===== config.mk =====
export PLATFORM = sky130hd
export DESIGN_NAME = paced_counter
export DESIGN_NICKNAME = d
export VERILOG_FILES = /design/src/rtl/paced_counter.sv
export SDC_FILE = /design/constraint.sdc
export NUM_CORES = 1
export LEC_CHECK = 0
export BUFFER_PORTS_ARGS = -buffer_cell sky130_fd_sc_hd__buf_2
export CAP_MARGIN = 40
export CORE_MARGIN = 2
export CORE_UTILIZATION = 56
export DETAILED_ROUTE_END_ITERATION = 16
export PLACE_DENSITY_LB_ADDON = 0.1
export SETUP_SLACK_MARGIN = 0.05
export SLEW_MARGIN = 5
export SYNTH_ARGS = -nofsm -noshare
export SYNTH_HDL_FRONTEND = slang
export SYNTH_SLANG_ARGS = --single-unit

===== constraint.sdc =====
create_clock -name ClockIn -period 3.1 [get_ports ClockIn]
set_clock_uncertainty 0.1 [all_clocks]
set_input_delay 0.775 -clock ClockIn [delete_from_list [all_inputs] [get_ports ClockIn]]
set_output_delay 0.775 -clock ClockIn [all_outputs]
set_load 0.1 [all_outputs]

===== src/rtl/paced_counter.sv =====
// Purpose : programmable rate divider stepping a modulo-(COUNT_MAX+1) up/down counter.
// Latency : Tick/CounterValue update on the step edge itself (registered, visible the next cycle).
// Backpressure: none; free-running, Pause freezes the divider and the counter in place.
//
// Ports:
//   ClockIn      - clock, all logic on posedge
//   Reset        - synchronous, active-high
//   Speed        - rate select: 0 -> P=1, 1 -> P=CF, 2 -> P=2*CF, 3 -> P=4*CF
//   Dir          - 1 = count up, 0 = count down (sampled on the step edge)
//   Pause        - holds divider and counter, suppresses Tick/Wrap
//   Load         - single-cycle request: load min(LoadValue, COUNT_MAX), restart period
//   LoadValue    - value for Load
//   Tick         - high for the cycle after each step edge
//   CounterValue - registered count
//   Wrap         - wrap pulse coincident with Tick (only with PACED_COUNTER_WRAP_EN)
module paced_counter #(
    parameter int CLOCK_FREQUENCY = 500,
    parameter int COUNT_WIDTH     = 4,
    parameter int COUNT_MAX       = 15
) (
    input  logic                   ClockIn,
    input  logic                   Reset,
    input  logic [1:0]             Speed,
    input  logic                   Dir,
    input  logic                   Pause,
    input  logic                   Load,
    input  logic [COUNT_WIDTH-1:0] LoadValue,
    output logic                   Tick,
    output logic [COUNT_WIDTH-1:0] CounterValue
`ifdef PACED_COUNTER_WRAP_EN
    ,
    output logic                   Wrap
`endif
);

    localparam int QW = $clog2(4 * CLOCK_FREQUENCY) + 1;
    localparam logic [COUNT_WIDTH-1:0] CMAX = COUNT_WIDTH'(COUNT_MAX);
    localparam logic [COUNT_WIDTH-1:0] ONE  = COUNT_WIDTH'(1);

    // Reload value for the divider: period length minus one for the given speed.
    function automatic logic [QW-1:0] period_m1(input logic [1:0] s);
        case (s)
            2'd0:    return '0;
            2'd1:    return QW'(CLOCK_FREQUENCY - 1);
            2'd2:    return QW'(2 * CLOCK_FREQUENCY - 1);
            default: return QW'(4 * CLOCK_FREQUENCY - 1);
        endcase
    endfunction

    logic [QW-1:0]          q_cnt;
    logic [1:0]             active_speed;
    logic [COUNT_WIDTH-1:0] step_val;
    logic                   step_wraps;
    logic [COUNT_WIDTH-1:0] load_val;

    // Next counter value for a step, with wrap detection at either end.
    always_comb begin
        step_wraps = 1'b0;
        step_val   = CounterValue;
        if (Dir) begin
            step_wraps = (CounterValue == CMAX);
            step_val   = step_wraps ? '0 : CounterValue + ONE;
        end else begin
            step_wraps = (CounterValue == '0);
            step_val   = step_wraps ? CMAX : CounterValue - ONE;
        end
    end

    // Out-of-range load values clamp to the modulus so no value above COUNT_MAX appears.
    assign load_val = (LoadValue > CMAX) ? CMAX : LoadValue;

    always_ff @(posedge ClockIn) begin
        if (Reset) begin
            q_cnt        <= period_m1(Speed);
            active_speed <= Speed;
            CounterValue <= '0;
            Tick         <= 1'b0;
        end else if (Load) begin
            q_cnt        <= period_m1(Speed);
            active_speed <= Speed;
            CounterValue <= load_val;
            Tick         <= 1'b0;
        end else if (Pause) begin
            Tick         <= 1'b0;
        end else if (q_cnt != '0) begin
            q_cnt        <= q_cnt - QW'(1);
            Tick         <= 1'b0;
        end else begin
            // Period boundary: the only place a new Speed is adopted, so a
            // mid-period change never alters the period already running.
            q_cnt        <= period_m1(Speed);
            active_speed <= Speed;
            CounterValue <= step_val;
            Tick         <= 1'b1;
        end
    end

`ifdef PACED_COUNTER_WRAP_EN
    always_ff @(posedge ClockIn) begin
        if (Reset || Load || Pause)
            Wrap <= 1'b0;
        else
            Wrap <= (q_cnt == '0) && step_wraps;
    end
`endif

    // The divider never runs beyond the period of the speed currently in force.
    property p_q_in_range;
        @(posedge ClockIn) disable iff (Reset) q_cnt <= period_m1(active_speed);
    endproperty
    a_q_in_range: assert property (p_q_in_range);

endmodule


==> qor.yml <==
area_growth_pct: 10.8
post-route-min-period_ns: 2.41
nets: 156
synth_top_area_cell: "edfxtp_1"
firstDrtPassIters: 4
yosys.area.top_type_share_pct: 31.9
critPathMaxFanout: 17
overflow: 0
async_reset_ff_share_pct: 0
start_kind: "flop"
chipHeight_um: 48.9
grt_usage_pct: 21.3
path_class: "flop to flop"
dr_total_vias: 947
cts-resized-gates: 0
dieArea_um2: 2400
numCtsBuffers: 3
power_density_nw_per_um2: 417
drive_above_1_share_pct: 20.7
reg2reg_slack_ns: 0.69
pwr-share-comb_pct: 20.6
diodes: 0
htreeDepth: 1
hold_path.class: "flop to flop"
synthDistinctLibCells: 34
avgSynthCellArea_um2: 9.50
cp.required_ns: 3.05
power.internal_w: 0.000352
die_w_um: 48.9
path_cells: "or4_4, o41a_2, nor2b_2, a21oi_1"
wl_met2_mm: 1.19
dp_hpwl_mm: 1.73
arrival_ns: 2.35
wl_met3_um: 86
wl_mm: 2.27
finalHoldViolations: 0
antenna_found_initial: 0
regArea_um2: 460
ys_warn_count: 0
grt_pass1_wl_mm: 3.91
relSlewSlack_pct: 66.9
synth_area_um2: 1130
synth-edff-count: 12
ir_worst_vdd_uv: 267
critPathSlowestCell: "o41a_2"
clock-root-buffer: "clkbuf_4"
cts_tree: "built"
fin_crit_sh_pct: 77.6
post_cts_buffers: 0
final_max_slew_viol_count: 0
routed.top_layer: "met4"
tns_ns: 0
fmax_mhz: 416
power.switching_w: 0.000171
fillCellCount: 185
ioPinCount: 16
synth.most_common_cell: "a21oi_1"
holdPathStages: 1
start_util_pct: 58.2
yosysSeqAreaShare_pct: 40.7
core_um2: 1940
avgViaCountPerCell: 5.85
clkLatencyLatePin_ns: 0.30
leakage_nw: 0.501
pwr-share-clk_pct: 24.0
multiInputGateArea_um2: 623
slowest_delay_ns: 0.64
grt_pass1_vias: 919
place.gp.congestion: 0.822
tightest_slew_ns: 0.496
worstHoldEndpoint: "q_cnt[0]"
setup.worst_path.end_class: "flop"
status: "completed"
ctsLongestPathBuffers: 2
r2r_end: "q_cnt[7]"
synthTopCellsByArea: "edfxtp_1, ha_1, dfxtp_1, a21oi_1, xor2_1"
switching_share_pct: 32.7
startpoint: "q_cnt[6]"
yosys_register_bits: 17
grt_max_degree: 18
r2r_cells: 4
synthTopCellsByCount: "a21oi_1, nor2_1, edfxtp_1"
initialDrtViolationCount: 17
postCtsHoldBufs: 0
finalSetupViolCount: 0
routedWlPerCell_um: 14.0
p_seq_share_pct: 55.5
syn-num-nets: 139
synth-main-ff-cell: "edfxtp_1"
cap_viol_max_count: 0
min-delay-start: "q_cnt[0]"
hold_ws_ns: 0.519
fp-row-count: 16
drc: 0
portBuffers: 15
clk_pin_slew_worst_paths_ns: 0.10
ant_nets: 0
grt_setup_unrepaired: "no"
synth_cells: 119
r2r_start: "q_cnt[6]"
wl_met1_um: 918
numClockSinks: 17
-- sequential cells by signal, summed over array words and instances, names as in the netlist --
name          flops
Tick              1
CounterValue      4
q_cnt            12
-- worst max-delay path, delay by kind of cell, from the launching register on --
family / cells / cell delay (ns)
AO/OA/AOI/OAI: 2 / 0.71
flip-flops: 1 / 0.48
AND/OR/NAND/NOR: 2 / 0.86
-- cells by family (layout without fill, tap and decap cells) --
group,after synthesis,after routing,share of synthesized area (%)
xor gates and xnor gates,10,10,7.74
DFF,17,17,40.7
muxes,1,1,0.885
and+or+nand+nor,39,39,19.7
adders and majority gates,9,9,9.96
AOI/OAI and AO/OA,31,31,16.8
buffers and inverters,12,28,4.20
-- layout by cell type, fill, tap and decap left out, types with 5 or more instances in the layout --
| cell type | synthesis | layout |
|---|---|---|
| inv_1 | 9 | 9 |
| dfxtp_1 | 5 | 5 |
| xor2_1 | 6 | 6 |
| nor2_1 | 13 | 13 |
| a21oi_1 | 15 | 15 |
| nor3_1 | 5 | 5 |
| edfxtp_1 | 12 | 12 |
| ha_1 | 9 | 9 |
| buf_2 | 2 | 15 |
| nand2_1 | 5 | 5 |
-- cell type report --
cell class              instances  share of cell area, %
multi-input cells              90                   49.7
flip-flops and latches         17                   36.7
repair buffers                 15                   5.99
inverters                       9                   2.69
well taps                      27                   2.69
clock buffers                   3                   1.80
clock inverters                 1                  0.399
-- power groups by stage --
stage,Clock (W),Combinational (W),Sequential (W)
6_report,0.000125,0.000107,0.000290
3_3_place_gp,0,0.000104,0.000293
3_5_place_dp,0,0.000107,0.000295
5_1_grt,0.000138,0.000119,0.000293
4_1_cts,0.000125,0.000107,0.000289
2_1_floorplan,0,0.0000606,0.000312
-- routing by layer --
layer / global-route usage, % / vias to the layer above
li1: - / 467
met1: 23.2 / 441
met2: 38.6 / 29
met3: 3.68 / 10
met4: 11.9 / 0
met5: 0 / -
-- worst max path at each step --
stage	endpoint	slack [ns]	cells after the start
after CTS	q_cnt[9]	0.70	4
after floorplan	CounterValue[2]	0.87	6
after global routing	q_cnt[9]	0.58	4
after detailed placement	q_cnt[9]	0.70	4
after global placement	CounterValue[1]	0.75	5
final	q_cnt[7]	0.69	4
-- through the flow --
step | power, W | setup WS [ns] | cells | instance area [um2] | utilization (%)
final | 0.000523 | 0.695 | 162 | 1250 | 64.6
after global routing | 0.000549 | 0.579 | 162 | 1250 | 64.6
after CTS | 0.000522 | 0.696 | 162 | 1250 | 64.6
after detailed placement | 0.000401 | 0.704 | 158 | 1230 | 63.1
after global placement | 0.000397 | 0.752 | 158 | 1230 | 63.1
after floorplan | 0.000373 | 0.867 | 119 | 1130 | -
No activity file was read; power rests on OpenSTA's default activity.
